## src/rtl/mmio_pkg.sv

```systemverilog
// Shared types and constants for the MMIO bus master and its peripherals.
// Polling support is enabled by defining MMIO_POLL_EN.
package mmio_pkg;

  typedef enum logic [1:0] {
    StIdle,
    StAccess,
    StGap,
    StResp
  } state_e;

  localparam logic [31:0] TimerCntAddr    = 32'hFFFF_F100;
  localparam logic [31:0] TimerLimitAddr  = 32'hFFFF_F104;
  localparam logic [31:0] TimerCtrlAddr   = 32'hFFFF_F108;
  localparam logic [31:0] IdleAddrDefault = 32'h0000_0000;

  // One extra bit so the counter can never wrap within POLL_MAX reads.
  function automatic int unsigned poll_cnt_width(input int unsigned poll_max);
    return $clog2(poll_max) + 1;
  endfunction

endpackage

```

## src/rtl/mmio_bus_master_if.sv

```systemverilog
// Request/response and peripheral-bus signals of the MMIO bus master.
// The master modport is the initiator; slave is the core plus peripherals.
interface mmio_bus_master_if;
  logic        req_valid;
  logic        req_ready;
  logic        req_we;
  logic        req_poll;
  logic [31:0] req_addr;
  logic [31:0] req_wdata;
  logic [31:0] req_mask;
  logic        rsp_valid;
  logic        rsp_ready;
  logic [31:0] rsp_data;
  logic        rsp_timeout;
  logic [31:0] abus;
  logic        we;
  logic [31:0] dbuso;
  logic [31:0] dbusi;

  modport master (
    input  req_valid, req_we, req_poll, req_addr, req_wdata, req_mask, rsp_ready, dbusi,
    output req_ready, rsp_valid, rsp_data, rsp_timeout, abus, we, dbuso
  );

  modport slave (
    output req_valid, req_we, req_poll, req_addr, req_wdata, req_mask, rsp_ready, dbusi,
    input  req_ready, rsp_valid, rsp_data, rsp_timeout, abus, we, dbuso
  );
endinterface

```

## src/rtl/mmio_bus_master.sv

```systemverilog
// Single-request MMIO initiator with optional hardware polling (MMIO_POLL_EN):
// re-reads an address, one idle bus cycle apart, until masked bits set or POLL_MAX reads.
module mmio_bus_master
  import mmio_pkg::*;
#(
  parameter int unsigned POLL_MAX  = 1024,
  parameter logic [31:0] IDLE_ADDR = IdleAddrDefault
) (
  input logic              i_clk,
  input logic              i_reset,
  mmio_bus_master_if.master io_bus
);

  state_e      r_state, w_state_d;
  logic        r_we;
  logic [31:0] r_addr;
  logic [31:0] r_wdata;
  logic [31:0] r_rsp_data, w_rsp_data_d;
  logic        w_accept;

`ifdef MMIO_POLL_EN
  localparam int unsigned   CntW    = poll_cnt_width(POLL_MAX);
  localparam logic [CntW-1:0] CntLast = CntW'(POLL_MAX - 1);

  logic            r_poll;
  logic [31:0]     r_mask;
  logic [CntW-1:0] r_cnt, w_cnt_d;
  logic            r_rsp_timeout, w_rsp_timeout_d;
  logic            w_hit;

  assign w_hit = |(io_bus.dbusi & r_mask);
  assign io_bus.rsp_timeout = r_rsp_timeout;
`else
  logic w_unused;
  assign w_unused = ^{io_bus.req_poll, io_bus.req_mask, (POLL_MAX == 0)};
  assign io_bus.rsp_timeout = 1'b0;
`endif

  assign io_bus.rsp_data = r_rsp_data;

  always_comb begin
    w_state_d        = r_state;
    w_rsp_data_d     = r_rsp_data;
    w_accept         = 1'b0;
    io_bus.req_ready = 1'b0;
    io_bus.rsp_valid = 1'b0;
    io_bus.abus      = IDLE_ADDR;
    io_bus.we        = 1'b0;
    io_bus.dbuso     = '0;
`ifdef MMIO_POLL_EN
    w_cnt_d          = r_cnt;
    w_rsp_timeout_d  = r_rsp_timeout;
`endif
    unique case (r_state)
      StIdle: begin
        io_bus.req_ready = 1'b1;
        if (io_bus.req_valid) begin
          w_accept  = 1'b1;
          w_state_d = StAccess;
`ifdef MMIO_POLL_EN
          w_cnt_d   = '0;
`endif
        end
      end
      StAccess: begin
        io_bus.abus  = r_addr;
        io_bus.we    = r_we;
        io_bus.dbuso = r_we ? r_wdata : '0;
        w_state_d    = StResp;
        w_rsp_data_d = r_we ? '0 : io_bus.dbusi;
`ifdef MMIO_POLL_EN
        w_rsp_timeout_d = 1'b0;
        if (!r_we && r_poll && !w_hit) begin
          if (r_cnt == CntLast) begin
            w_rsp_timeout_d = 1'b1;
          end else begin
            w_cnt_d   = r_cnt + CntW'(1);
            w_state_d = StGap;
          end
        end
`endif
      end
`ifdef MMIO_POLL_EN
      // Idle bus cycle keeps consecutive polls distinct for read-sensitive devices.
      StGap: w_state_d = StAccess;
`endif
      StResp: begin
        io_bus.rsp_valid = 1'b1;
        if (io_bus.rsp_ready) w_state_d = StIdle;
      end
      default: w_state_d = StIdle;
    endcase
  end

  always_ff @(posedge i_clk) begin
    if (i_reset) begin
      r_state    <= StIdle;
      r_we       <= 1'b0;
      r_addr     <= '0;
      r_wdata    <= '0;
      r_rsp_data <= '0;
`ifdef MMIO_POLL_EN
      r_poll        <= 1'b0;
      r_mask        <= '0;
      r_cnt         <= '0;
      r_rsp_timeout <= 1'b0;
`endif
    end else begin
      r_state    <= w_state_d;
      r_rsp_data <= w_rsp_data_d;
      if (w_accept) begin
        r_we    <= io_bus.req_we;
        r_addr  <= io_bus.req_addr;
        r_wdata <= io_bus.req_wdata;
      end
`ifdef MMIO_POLL_EN
      r_cnt         <= w_cnt_d;
      r_rsp_timeout <= w_rsp_timeout_d;
      if (w_accept) begin
        r_poll <= io_bus.req_poll & ~io_bus.req_we;
        r_mask <= io_bus.req_mask;
      end
`endif
    end
  end

endmodule

```

## src/flat_wrapper.sv

```systemverilog
// flat-port wrapper written by rule: the top's interface ports become plain ports
module mmio_bus_master_flat import mmio_pkg::*;
#(
  parameter int unsigned POLL_MAX  = 1024,
  parameter logic [31:0] IDLE_ADDR = IdleAddrDefault
)
  (i_clk, i_reset, io_bus_req_valid, io_bus_req_we, io_bus_req_poll, io_bus_req_addr, io_bus_req_wdata, io_bus_req_mask, io_bus_rsp_ready, io_bus_dbusi, io_bus_req_ready, io_bus_rsp_valid, io_bus_rsp_data, io_bus_rsp_timeout, io_bus_abus, io_bus_we, io_bus_dbuso);
  mmio_bus_master_if io_bus_i ();
  input logic i_clk;
  input logic i_reset;
  input wire logic [$bits(io_bus_i.req_valid)-1:0] io_bus_req_valid;
  input wire logic [$bits(io_bus_i.req_we)-1:0] io_bus_req_we;
  input wire logic [$bits(io_bus_i.req_poll)-1:0] io_bus_req_poll;
  input wire logic [$bits(io_bus_i.req_addr)-1:0] io_bus_req_addr;
  input wire logic [$bits(io_bus_i.req_wdata)-1:0] io_bus_req_wdata;
  input wire logic [$bits(io_bus_i.req_mask)-1:0] io_bus_req_mask;
  input wire logic [$bits(io_bus_i.rsp_ready)-1:0] io_bus_rsp_ready;
  input wire logic [$bits(io_bus_i.dbusi)-1:0] io_bus_dbusi;
  output wire logic [$bits(io_bus_i.req_ready)-1:0] io_bus_req_ready;
  output wire logic [$bits(io_bus_i.rsp_valid)-1:0] io_bus_rsp_valid;
  output wire logic [$bits(io_bus_i.rsp_data)-1:0] io_bus_rsp_data;
  output wire logic [$bits(io_bus_i.rsp_timeout)-1:0] io_bus_rsp_timeout;
  output wire logic [$bits(io_bus_i.abus)-1:0] io_bus_abus;
  output wire logic [$bits(io_bus_i.we)-1:0] io_bus_we;
  output wire logic [$bits(io_bus_i.dbuso)-1:0] io_bus_dbuso;
  assign io_bus_i.req_valid = io_bus_req_valid;
  assign io_bus_i.req_we = io_bus_req_we;
  assign io_bus_i.req_poll = io_bus_req_poll;
  assign io_bus_i.req_addr = io_bus_req_addr;
  assign io_bus_i.req_wdata = io_bus_req_wdata;
  assign io_bus_i.req_mask = io_bus_req_mask;
  assign io_bus_i.rsp_ready = io_bus_rsp_ready;
  assign io_bus_i.dbusi = io_bus_dbusi;
  assign io_bus_req_ready = io_bus_i.req_ready;
  assign io_bus_rsp_valid = io_bus_i.rsp_valid;
  assign io_bus_rsp_data = io_bus_i.rsp_data;
  assign io_bus_rsp_timeout = io_bus_i.rsp_timeout;
  assign io_bus_abus = io_bus_i.abus;
  assign io_bus_we = io_bus_i.we;
  assign io_bus_dbuso = io_bus_i.dbuso;
  mmio_bus_master #(.POLL_MAX(POLL_MAX), .IDLE_ADDR(IDLE_ADDR)) u_core (.i_clk(i_clk), .i_reset(i_reset), .io_bus(io_bus_i));
endmodule
```

## config.mk

```make
export PLATFORM = sky130hd
export DESIGN_NAME = mmio_bus_master_flat
export DESIGN_NICKNAME = d
export VERILOG_FILES = /design/src/rtl/mmio_pkg.sv /design/src/rtl/mmio_bus_master_if.sv /design/src/rtl/mmio_bus_master.sv /design/src/flat_wrapper.sv
export SDC_FILE = /design/constraint.sdc
export NUM_CORES = 1
export LEC_CHECK = 0
export ABC_AREA = 1
export CORE_ASPECT_RATIO = 1.1
export CORE_MARGIN = 5
export CORE_UTILIZATION = 45
export CTS_BUF_LIST = sky130_fd_sc_hd__clkbuf_4
export DETAILED_ROUTE_END_ITERATION = 16
export PLACE_DENSITY = 0.95
export REMOVE_ABC_BUFFERS = 1
export SLEW_MARGIN = 0
export SYNTH_ARGS = -nofsm -noshare
export SYNTH_HDL_FRONTEND = slang
export SYNTH_SLANG_ARGS = --single-unit
```

## constraint.sdc

```tcl
create_clock -name i_clk -period 1.85 [get_ports i_clk]
set_input_delay 0.37 -clock i_clk [delete_from_list [all_inputs] [get_ports i_clk]]
set_output_delay 0.37 -clock i_clk [all_outputs]
set_load 0.005 [all_outputs]
```

==> results of run 1 <==
## final timing paths
path                                                  end  slack, ps  cells after the start
hold reg to reg   u_core.io_bus.rsp_data[14]$_SDFFE_PP0N_        490                      2
hold / removal              u_core.r_addr[2]$_SDFFE_PP0P_        420                      3
setup reg to reg  u_core.io_bus.rsp_data[26]$_SDFFE_PP0N_        280                      8
setup / recovery                          io_bus_dbuso[5]        -50                      7
## flip-flops by register name (all words and copies together), names as in the netlist
name / count
u_core.io_bus.rsp_data: 32
u_core.r_addr: 32
u_core.r_wdata: 32
u_core.r_state: 2
u_core.r_we: 1
## routing by layer
metal / GRT usage (%) / vias up / wire (um)
li1: - / 2691 / -
met1: 24.7 / 2281 / 5550
met2: 33.5 / 186 / 6440
met3: 9.21 / 15 / 1610
met4: 6.31 / 0 / 191
met5: 0 / - / 0
## final cells by class
type,count,area share [%]
Multi-Input combinational cell,525,32.9
Timing Repair Buffer,221,28.8
Sequential cell,99,28.2
Inverter,103,5.62
Tap cell,143,2.54
Clock buffer,10,1.07
Clock inverter,6,0.800
## cells by family (layout without fill, tap and decap cells)
| kind of cell | count (synthesis) | in the layout | synth area share (%) |
|---|---|---|---|
| and+or+nand+nor | 456 | 456 | 37.3 |
| buffers and inverters | 164 | 340 | 14.5 |
| DFF | 99 | 99 | 41.0 |
| AOI/OAI and AO/OA | 68 | 68 | 7.10 |
| other | 1 | 1 | 0.0776 |
## power by group through the flow
stage	registers, W	clock network (W)	logic, W
after floorplan	0.00249	0	0.000622
after global placement	0.00247	0	0.00130
after detailed placement	0.00249	0	0.00132
after CTS	0.00244	0.00116	0.00137
after global routing	0.00247	0.00126	0.00155
final	0.00244	0.00112	0.00138
## critical path: stages, from the launching register on
cell,delay (ps)
dfxtp_2,360
inv_2,40
nor2_4,110
clkinv_4,110
buf_6,150
buf_16,140
nor2_2,80
buf_2,120
## through the flow
step | cell area [um2] | hold slack (ps) | utilization [%]
finish | 7040 | 424 | 67.4
global route | 7040 | 410 | 67.4
CTS | 6940 | 386 | 66.5
detailed placement | 6940 | 469 | 66.4
global placement | 6940 | 460 | 66.4
floorplan | 4520 | 439 | -
## cell usage after synthesis
master	n	area share, %
nand2_1	195	15
nor2_1	193	15
inv_1	100	7.8
dfxtp_1	99	41
a21oi_1	67	6.9
nand3_1	65	6.7
buf_2	22	2.3
clkbuf_1	17	1.3
buf_4	15	2.3
buf_1	7	0.54
inv_2	3	0.23
nor2_2	2	0.26
conb_1	1	0.078
nand3b_1	1	0.16
o21bai_1	1	0.16
## repair_timing
| item | in CTS | in global routing |
|---|---|---|
| pin swaps | 2 | 2 |
| endpoints found under the setup margin | 67 | 53 |
| cloned | 3 | 0 |
| buffers inserted | 3 | 0 |
| gates resized for setup | 276 | 48 |
==> metrics.cfg, run 1 <==
[placed_design]
dp.cells = 1086
routabilityCongestion = 0.743
io_buffers = 199
hpwl_um = 9210
post-place-ws_ps = 93.6

[critical_path]
cp_max_fo = 7
cp-startpoint = u_core.r_state[0]$_SDFFE_PP0P_
critPathLaunchType = register
worstPathArrival_ps = 1530
required_ps = 1480
crit_type = register to output port
crit_path_end_kind = output port
r2r-start = u_core.r_state[0]$_SDFFE_PP0P_

[timing]
report.final.slew_viol_count = 0
finalCritPeriodShare_pct = 103
slew_headroom_pct = 61.5
setup_tns_ps = -798
hold_viol = 0
setup_viol = 21
worst_slack_ps = -53.0
worst_pin_slew_ps = 577
rsz0062_at_grt = true
fmax_ghz = 0.525
skew_ps = 19.8
period_minus_slack_ps = 1900

[yosys]
yosys_warnings = 0
ys_types = 15
yosysSeqAreaShare_pct = 41.0
syn_area_mm2 = 0.00483
postSynthCellCount = 788
synth_seq_cells = 99
syn_area_per_cell_um2 = 6.13

[global_route]
antenna_found_initial = 0
grt_use_total_pct = 20.7
grt_pass1_vias = 4546
overflow = 0
grt_pass1_wl_um = 21700
grt_max_degree = 131

[clock_network]
clockBufferDepth = 2
clock_latency_ps = 450
clk_pin_slew_ps = 140
cts_sinks = 99
cts_tree = yes
cts_buffers = 9
root_buffer = clkbuf_4
cts_hold_buffers = 0
htree_levels = 3

[power]
ir_drop_mv = 0.430
powerDensity_mw_per_mm2 = 704
power_frac_comb_pct = 28.0
swShare_pct = 30.5
p_leak_nw = 3.38
p_seq_share_pct = 49.4
total_power_w = 0.00495
pwr-share-clk_pct = 22.7
p_int_w = 0.00344
power.switching_w = 0.00151

[cells_and_area]
stdcell_count = 1107
finalNetCount = 1093
ff_latch_area_mm2 = 0.00199
final_cell_mix = nand2_1, nor2_1, clkdlybuf4s50_1, inv_1, dfxtp_1
mostFrequentLayoutCell = nand2_1
area_delta_synth_final_pct = 45.7
multi_input_area_mm2 = 0.00232
n_antenna_cell = 0
drive_gt1_share_pct = 16.2
n_fill_cell = 901

[status]
violations = negative setup slack
status = finished, violations left

[detailed_routing]
routed_via_density = 4.67
vias = 5173
antenna_left = 0
detail_route.wl_per_cell_um = 12.5
wl_um = 13800
drtIter0Drc = 295
drc = 0
firstDrtPassIters = 4

[floorplanning]
die_x_um = 109
core-area_mm2 = 0.0104
initial_core_util_pct = 46.2
die_area_mm2 = 0.0129
fp.dieH_um = 119
io_pins = 234
rows = 39

[job]
max_cap_viol_count = 0

[min_path]
hp-start = io_bus_req_valid
hp-class = input pin to register

(Power assumes the default switching activity.)
==> run 2, diff against run 1 <==
--- a/config.mk
+++ b/config.mk
@@ -6,11 +6,12 @@
 export NUM_CORES = 1
 export LEC_CHECK = 0
 export ABC_AREA = 1
-export CORE_ASPECT_RATIO = 1.1
+export CORE_ASPECT_RATIO = 1.75
 export CORE_MARGIN = 5
 export CORE_UTILIZATION = 45
 export CTS_BUF_LIST = sky130_fd_sc_hd__clkbuf_4
 export DETAILED_ROUTE_END_ITERATION = 16
+export GPL_ROUTABILITY_DRIVEN = 0
 export PLACE_DENSITY = 0.95
 export REMOVE_ABC_BUFFERS = 1
 export SLEW_MARGIN = 0
==> run 2 against run 1 <==
Effect of this change: the run still ends with negative setup slack left; total power grew 4.4%; non-clock buffer count is the same; combinational power grew 4%; register-to-register slack lost 110 ps; sequential cell count is the same; fmax grew 2.7%; wire length grew 6.6%; largest cell class unchanged; sequential share of layout area shrank 0.50 points; design area grew 1.8%.
==> metrics.cfg, run 2 (synthesis gave the netlist of run 1 again) <==
[status]
status = finished, violations left
violations = negative setup slack

[detailed_routing]
firstDrtPassIters = 7
drtIter0Drc = 274
detail_route.wl_per_cell_um = 13.4
vias = 5277
drc = 0
wl_um = 14700
antenna_left = 0
routed_via_density = 4.82

[global_route]
overflow = 0
grt_pass1_vias = 4596
grt_max_degree = 131
grt_use_total_pct = 20.7
antenna_found_initial = 1
grt_pass1_wl_um = 21500

[critical_path]
crit_path_end_kind = output port
crit_type = register to output port
worstReg2RegEnd = u_core.io_bus.rsp_data[5]$_SDFFE_PP0N_
critPathMaxStageDelay_ps = 360
r2r_slack_ps = 170
cp_max_fo = 11
r2r-start = u_core.r_we$_SDFFE_PP0P_
worstPathArrival_ps = 1480
critPathSlowestCell = dfxtp_2
rr_worst_depth = 6
critPathBufInv = 4
crit_family = buffers and inverters
critPathLaunchType = register
required_ps = 1480
path_cells = inv_2 > nor2_4 > inv_8 > clkbuf_16 > nor2_2 > buf_2

[floorplanning]
fp.dieH_um = 147
rows = 50
io_pins = 234
core-area_mm2 = 0.0106
die_x_um = 88.3
die_area_mm2 = 0.0130
initial_core_util_pct = 45.4

[clock_network]
cts_buffers = 9
cts_hold_buffers = 0
cts_sinks = 99
htree_levels = 3
cts_tree = yes
clk_pin_slew_ps = 150
clock_latency_ps = 450
clockBufferDepth = 2
root_buffer = clkbuf_4

[cells_and_area]
area_delta_synth_final_pct = 48.3
final_cell_mix = nand2_1, nor2_1, clkdlybuf4s50_1, inv_1, dfxtp_1
mostFrequentLayoutCell = nand2_1
drive_gt1_share_pct = 15.9
finalNetCount = 1093
stdcell_count = 1095
n_fill_cell = 933

[power]
p_seq_share_pct = 47.3
power_frac_comb_pct = 27.7
power.switching_w = 0.00155
swShare_pct = 30.0
powerDensity_mw_per_mm2 = 722
p_int_w = 0.00362
ir_drop_mv = 0.511
pwr-share-clk_pct = 25.0
p_leak_nw = 3.42

[placed_design]
post-place-ws_ps = 93.0
dp.cells = 1070
io_buffers = 199
hpwl_um = 9500

[timing]
finalCritPeriodShare_pct = 100
report.final.slew_viol_count = 0
fmax_ghz = 0.540
slew_headroom_pct = 35.3
setup_viol = 2
rsz0062_at_grt = true
worst_slack_ps = -2.71
worst_pin_slew_ps = 969
period_minus_slack_ps = 1850
skew_ps = 19.6
hold_viol = 0

[min_path]
hp-start = io_bus_req_valid
hold_path_depth = 3
whs_endpoint = u_core.r_addr[30]$_SDFFE_PP0P_
hp-class = input pin to register

[job]
max_cap_viol_count = 0

[run 2: cell types whose count changed in the layout (fill, tap and decap cells not counted), sizes merged, moves of 2 or more]
| cell | before | now |
|---|---|---|
| clkinvlp | 2 | 0 |
| clkbuf | 10 | 24 |
| buf | 84 | 75 |
| clkinv | 5 | 3 |
| clkdlybuf4s15 | 4 | 1 |
| inv | 101 | 103 |
[run 2: routing by layer]
| metal | up-vias | wire, um | track usage (%) |
|---|---|---|---|
| met5 | - | 0 | 0 |
| met4 | 0 | 798 | 12.4 |
| met3 | 45 | 1060 | 4.55 |
| met2 | 178 | 7660 | 35.5 |
| met1 | 2362 | 5200 | 22.7 |
| li1 | 2692 | - | - |
[run 2: area by class of cell]
class                           count  area (um2)  area share, %
Antenna cell                        1        2.50         0.0349
Sequential cell                    99        1990           27.7
Inverter                          103         394           5.50
Timing Repair Buffer              221        2100           29.4
Multi-Input combinational cell    525        2350           32.9
Clock inverter                      5        77.6           1.08
Clock buffer                       11        82.6           1.15
Tap cell                          130         163           2.27
[run 2: worst register-to-register path, cell delays in order (launching register included)]
cell	delay, ps
dfxtp_2	370
buf_12	150
inv_1	710
nand2_1	120
nand2_1	110
nand2_1	60
nor2_1	100
[run 2: what timing repair did]
action                     4_1_cts  5_1_grt
setup endpoints to repair       67       65
buffers inserted                 1        0
gates cloned                     2        5
gates resized for setup        129      202
pin swaps                        1        1
[run 2: how the worst max path moves through the flow]
stage                                              start                            end  cells after the start
after floorplan           u_core.r_state[1]$_SDFFE_PP0P_  u_core.r_addr[0]$_SDFFE_PP0P_                      4
after global placement    u_core.r_state[0]$_SDFFE_PP0P_                io_bus_dbuso[6]                      6
after detailed placement  u_core.r_state[0]$_SDFFE_PP0P_               io_bus_dbuso[27]                      6
after CTS                 u_core.r_state[0]$_SDFFE_PP0P_                io_bus_abus[15]                      6
after global routing      u_core.r_state[0]$_SDFFE_PP0P_                io_bus_abus[11]                      6
final                     u_core.r_state[0]$_SDFFE_PP0P_               io_bus_dbuso[27]                      6
[run 2: power groups by stage]
stage / combinational (W) / clock [W] / sequential, W
floorplan: 0.000622 / 0 / 0.00249
global placement: 0.00129 / 0 / 0.00247
detailed placement: 0.00132 / 0 / 0.00249
CTS: 0.00134 / 0.00133 / 0.00244
global route: 0.00158 / 0.00141 / 0.00247
finish: 0.00143 / 0.00129 / 0.00244
[run 2: metrics by stage]
stage | hold slack (ps) | total power (W) | setup TNS (ps) | area [um2] | utilization (%)
after floorplan | 439 | 0.00311 | -173120 | 4520 | -
after global placement | 460 | 0.00376 | 0 | 6900 | 64.8
after detailed placement | 468 | 0.00381 | 0 | 6900 | 64.8
after CTS | 323 | 0.00511 | -6330 | 7080 | 66.6
after global routing | 381 | 0.00546 | -2390 | 7160 | 67.4
final | 369 | 0.00517 | -4.12 | 7160 | 67.4
